<file path="config.mk">
export PLATFORM = sky130hd
export DESIGN_NAME = dual_branch_predictor
export DESIGN_NICKNAME = d
export VERILOG_FILES = /design/src/rtl/dual_branch_predictor.sv
export SDC_FILE = /design/constraint.sdc
export NUM_CORES = 1
export LEC_CHECK = 0
export ABC_AREA = 1
export CORE_MARGIN = 2
export CORE_UTILIZATION = 57
export CTS_BUF_LIST = sky130_fd_sc_hd__clkbuf_16
export CTS_CLUSTER_DIAMETER = 40
export DETAILED_ROUTE_END_ITERATION = 8
export PLACE_DENSITY = 0.79
export SYNTH_ARGS = -nofsm -noshare
export SYNTH_HDL_FRONTEND = slang
export SYNTH_SLANG_ARGS = --single-unit
</file>
<file path="constraint.sdc">
create_clock -name clk -period 2.4 [get_ports clk]
set_input_delay 0.36 -clock clk [delete_from_list [all_inputs] [get_ports clk]]
set_output_delay 0.36 -clock clk [all_outputs]
set_load 0.02 [all_outputs]
</file>
<file path="src/rtl/dual_branch_predictor.sv">
// Two-slot bimodal branch predictor: 2-bit saturating counters indexed by
// word PC, read combinationally in Fetch, trained from Execute outcomes,
// plus branch/mispredict statistics counters.
module dual_branch_predictor #(
  parameter int PC_WIDTH   = 32,
  parameter int INDEX_BITS = 6,
  parameter int CNT_WIDTH  = 32
) (
  input  logic                 clk,
  input  logic                 rst,
  input  logic [PC_WIDTH-1:0]  pcF1,
  input  logic [PC_WIDTH-1:0]  pcF2,
  output logic                 predictionF1,
  output logic                 predictionF2,
  input  logic                 enE,
  input  logic [PC_WIDTH-1:0]  pcE1,
  input  logic [PC_WIDTH-1:0]  pcE2,
  input  logic                 branchE1,
  input  logic                 branchE2,
  input  logic                 takenBranch1,
  input  logic                 takenBranch2,
  input  logic                 CPCSignal1,
  input  logic                 CPCSignal2,
  output logic [CNT_WIDTH-1:0] branchCount,
  output logic [CNT_WIDTH-1:0] mispredictCount
);
  localparam int ENTRIES = 1 << INDEX_BITS;

  logic [ENTRIES-1:0][1:0] tbl;
  logic [ENTRIES-1:0][1:0] tblNext;
  logic [INDEX_BITS-1:0]   idxF1, idxF2, idxE1, idxE2;
  logic                    upd1, upd2;

  // PC bits outside the index only exist to keep lint quiet about them.
  logic unusedPcBits;
  assign unusedPcBits = ^{pcF1[PC_WIDTH-1:INDEX_BITS+2], pcF1[1:0],
                          pcF2[PC_WIDTH-1:INDEX_BITS+2], pcF2[1:0],
                          pcE1[PC_WIDTH-1:INDEX_BITS+2], pcE1[1:0],
                          pcE2[PC_WIDTH-1:INDEX_BITS+2], pcE2[1:0]};

  function automatic logic [1:0] satStep(input logic [1:0] c, input logic t);
    if (t) return (c == 2'b11) ? c : c + 2'b01;
    else   return (c == 2'b00) ? c : c - 2'b01;
  endfunction

  assign idxF1 = pcF1[INDEX_BITS+1:2];
  assign idxF2 = pcF2[INDEX_BITS+1:2];
  assign idxE1 = pcE1[INDEX_BITS+1:2];
  assign idxE2 = pcE2[INDEX_BITS+1:2];

  // Slot 2 is wrong-path when slot 1 mispredicts, so it must not train.
  assign upd1 = enE & branchE1;
  assign upd2 = enE & branchE2 & ~CPCSignal1;

  // Fetch read straight from registered state; no bypass of same-edge writes.
  assign predictionF1 = tbl[idxF1][1];
  assign predictionF2 = tbl[idxF2][1];

  // Per-entry next value: slot-2 step is chained onto the slot-1 result so a
  // shared index sees both updates in order within one edge.
  for (genvar i = 0; i < ENTRIES; i++) begin : gEntry
    logic [1:0] afterS1;
    assign afterS1    = (upd1 && idxE1 == INDEX_BITS'(i)) ? satStep(tbl[i], takenBranch1) : tbl[i];
    assign tblNext[i] = (upd2 && idxE2 == INDEX_BITS'(i)) ? satStep(afterS1, takenBranch2) : afterS1;
  end

  // Table register: reset to weakly not-taken, otherwise take trained values.
  always_ff @(posedge clk) begin
    if (!rst) tbl <= {ENTRIES{2'b01}};
    else      tbl <= tblNext;
  end

  // Statistics: wrap modulo 2^CNT_WIDTH, 0..2 increments per cycle.
  always_ff @(posedge clk) begin
    if (!rst) begin
      branchCount     <= '0;
      mispredictCount <= '0;
    end else begin
      branchCount     <= branchCount + CNT_WIDTH'(upd1) + CNT_WIDTH'(upd2);
      mispredictCount <= mispredictCount + CNT_WIDTH'(upd1 & CPCSignal1)
                                         + CNT_WIDTH'(upd2 & CPCSignal2);
    end
  end
endmodule

</file>
==> results.ini <==
[run_status]
outcome=completed

[cells_and_area]
drive_gt1_frac=0.0630
finalNetCount=3065
areaGrowthSynthToFinish_pct=18.3
diodes=0
final_area_sq_um=17600

[critical_path]
critical_path.top_delay_family=buffers and inverters
start_kind=primary input
path_class=in2out
required_ps=2040
crit_top_cell=nand3_1
arrival_ps=1880
slowest_stage=clkdlybuf4s50_1
worstPathMaxFanout=16
path_buf_inv=4
crit_chain=clkdlybuf4s50_1 -> inv_1 -> buf_12 -> nand3_1 -> nand3_1 -> nand2_1 -> nand2_1 -> nand3_1 -> nand3_1 -> nand2_1 -> clkdlybuf4s15_2
cp-end-kind=output port
critPathMaxStageDelay_ps=500

[yosys]
yosysMostFrequentCell=nand2_1
seq_area_frac_synth=0.258
async_reset_ff_frac=0
ys_top_cells_by_area=nand2_1 (27%), dfxtp_1 (26%), inv_1 (9.8%), o21ai_0 (8.4%), nor2_1 (7.5%)
ys_ff_latch=192
yosysTopAreaCellShare=0.269
synthFlopType=dfxtp_1
synth_edf_count=0
synth_common_cells=nand2_1 (1068), inv_1 (387), nor2_1 (299)
ys_types=42
yosysWarnings=0
synth_fp_nets=2932
yosysTopAreaCell=nand2_1
synth_area_sq_um=14900
synthCells=2791
avgSynthCellArea_sq_um=5.34

[route]
routed.top_layer=met4
wl_met1_mm=20.2
wl_per_cell_microns=15.1
wirelength_mm=49.6
drt_iter0_drc=1604
via_per_inst=5.56
drtAntennaViolNets=0
wl_met2_mm=22.5
vias=18200
dr_wl_met3_mm=4.53
drc=0
dr.pass1.iters=7

[hold_path]
hold_path_class=in2reg

[timing]
fin_ws_ps=162
setup_viol=0
holdWs_ps=351
clock.fmax_ghz=0.447
hold_viol=0
layout_min_cycle_time_ps=2240
tightest_slew_ps=538
relSlewSlack=0.639
finalCritPeriodShare=0.933
slew_violations=0
finalClockSkew_ps=17.4

[place]
portBuffers=98
dpl.hpwl_mm=35.2
place_area_sq_um=16900
routabilityCongestion=0.934
post-place-ws_ps=-409

[floorplan]
die_y_microns=166
die_w_microns=166
core-area_sq_um=25800
pin_count=203
rows=59
start_util=0.576
die_area_sq_um=27400

[cts]
clk_pin_slew_worst_paths_ps=80
cts-buffers-inserted=17
clockBufferDepth=2
post_cts_buffers=0
cts_tree=done
htree_levels=4
hold_buffers=0
cts_sinks=192
clock_latency_ps=470
root_buffer=clkbuf_16

[global_routing]
grt.overflow.total=0
antenna_found_initial=0
grt_max_degree=113
grt_usage=0.347
grt_pass1_wl_mm=78.9
grt_pass1_vias=16600

[power]
ir_drop_v=0.000397
power.density_nw_per_um2=406
p_leak_nw=8.52

[flow_run]
cap_viol_max_count=0

## layout make-up
class,instances,area [sq um]
Multi-Input combinational cell,2119,9270
Sequential cell,192,3840
Clock buffer,17,425
Fill cell,2392,8220
Clock inverter,15,186
Timing Repair Buffer,198,1990
Inverter,396,1490
Tap cell,335,419
## logic make-up after synthesis
kind of cell	Yosys count	share of synthesized area
AND/OR/NAND/NOR	1624	0.437
XOR/XNOR	15	0.00882
AO/OA/AOI/OAI	473	0.167
flip-flops	192	0.258
buffers and inverters	480	0.122
adder cells (fa/ha/maj)	7	0.00638
## stage by stage
| stage | setup TNS [ps] | power (mW) | utilization | std cells |
|---|---|---|---|---|
| finish | 0 | 7.15 | 0.682 | 3272 |
| global route | -3.69 | 7.35 | 0.682 | 3272 |
| CTS | 0 | 7.11 | 0.679 | 3271 |
| detailed placement | -11720 | 4.11 | 0.655 | 3239 |
| global placement | -7920 | 4.10 | 0.655 | 3239 |
| floorplan | 0 | 3.76 | - | 2791 |
## per-layer routing
metal,track usage,up-vias
met3,0.0466,170
met5,0,-
met2,0.590,864
met4,0.172,0
met1,0.434,8165
li1,-,8977
## registers in the layout (all words and copies together), names as in the netlist
name	cells
mispredictCount	32
branchCount	32
tbl	128
## layout by cell type, fill, tap and decap left out, types with 9 or more instances in the layout
cell type / n
buf_12: 19
nor3_1: 31
or2_2: 16
buf_4: 79
xor2_1: 9
dfxtp_1: 192
o21a_1: 18
nand2_1: 1067
clkdlybuf4s50_1: 90
inv_2: 10
o21ai_1: 45
nand3_1: 177
nor2_1: 294
a21boi_0: 12
clkbuf_16: 18
nand4_1: 9
o21ai_0: 249
a21oi_1: 131
inv_1: 385
## worst reg2reg max path, stage by stage (launching register included)
cell	delay, ps
dfxtp_1	340
inv_1	60
fa_2	420
inv_1	90
ha_1	160
nand3_1	110
nor2_2	160
nand3_2	110
inv_1	110
nand4_1	150
o21ai_0	210
nor2_1	60
## where the power goes
group / total [mW] / internal (mW) / switching, mW / leakage, nW
clock network: 3.08 / 1.51 / 1.57 / 0.295
logic: 0.853 / 0.293 / 0.560 / 6.68
registers: 3.22 / 3.20 / 0.0196 / 1.55
total: 7.15 / 5.00 / 2.15 / 8.52
## final timing paths
| kind | from | to | slack, ps | depth (start not counted) |
|---|---|---|---|---|
| max reg2reg | branchCount[0]$_SDFF_PN0_ | branchCount[28]$_SDFF_PN0_ | 320 | 11 |
| min | rst | mispredictCount[11]$_SDFF_PN0_ | 350 | 3 |
| max | pcF2[3] | predictionF2 | 160 | 11 |
| min reg2reg | mispredictCount[31]$_SDFF_PN0_ | mispredictCount[31]$_SDFF_PN0_ | 480 | 2 |
## what timing repair did
action | 4_1_cts | 5_1_grt
gates resized for setup | 6 | 19
cloned | 0 | 1
pin swaps | 0 | 3
endpoints found under the setup margin | 2 | 23
Power figures use the tool's default switching activity.
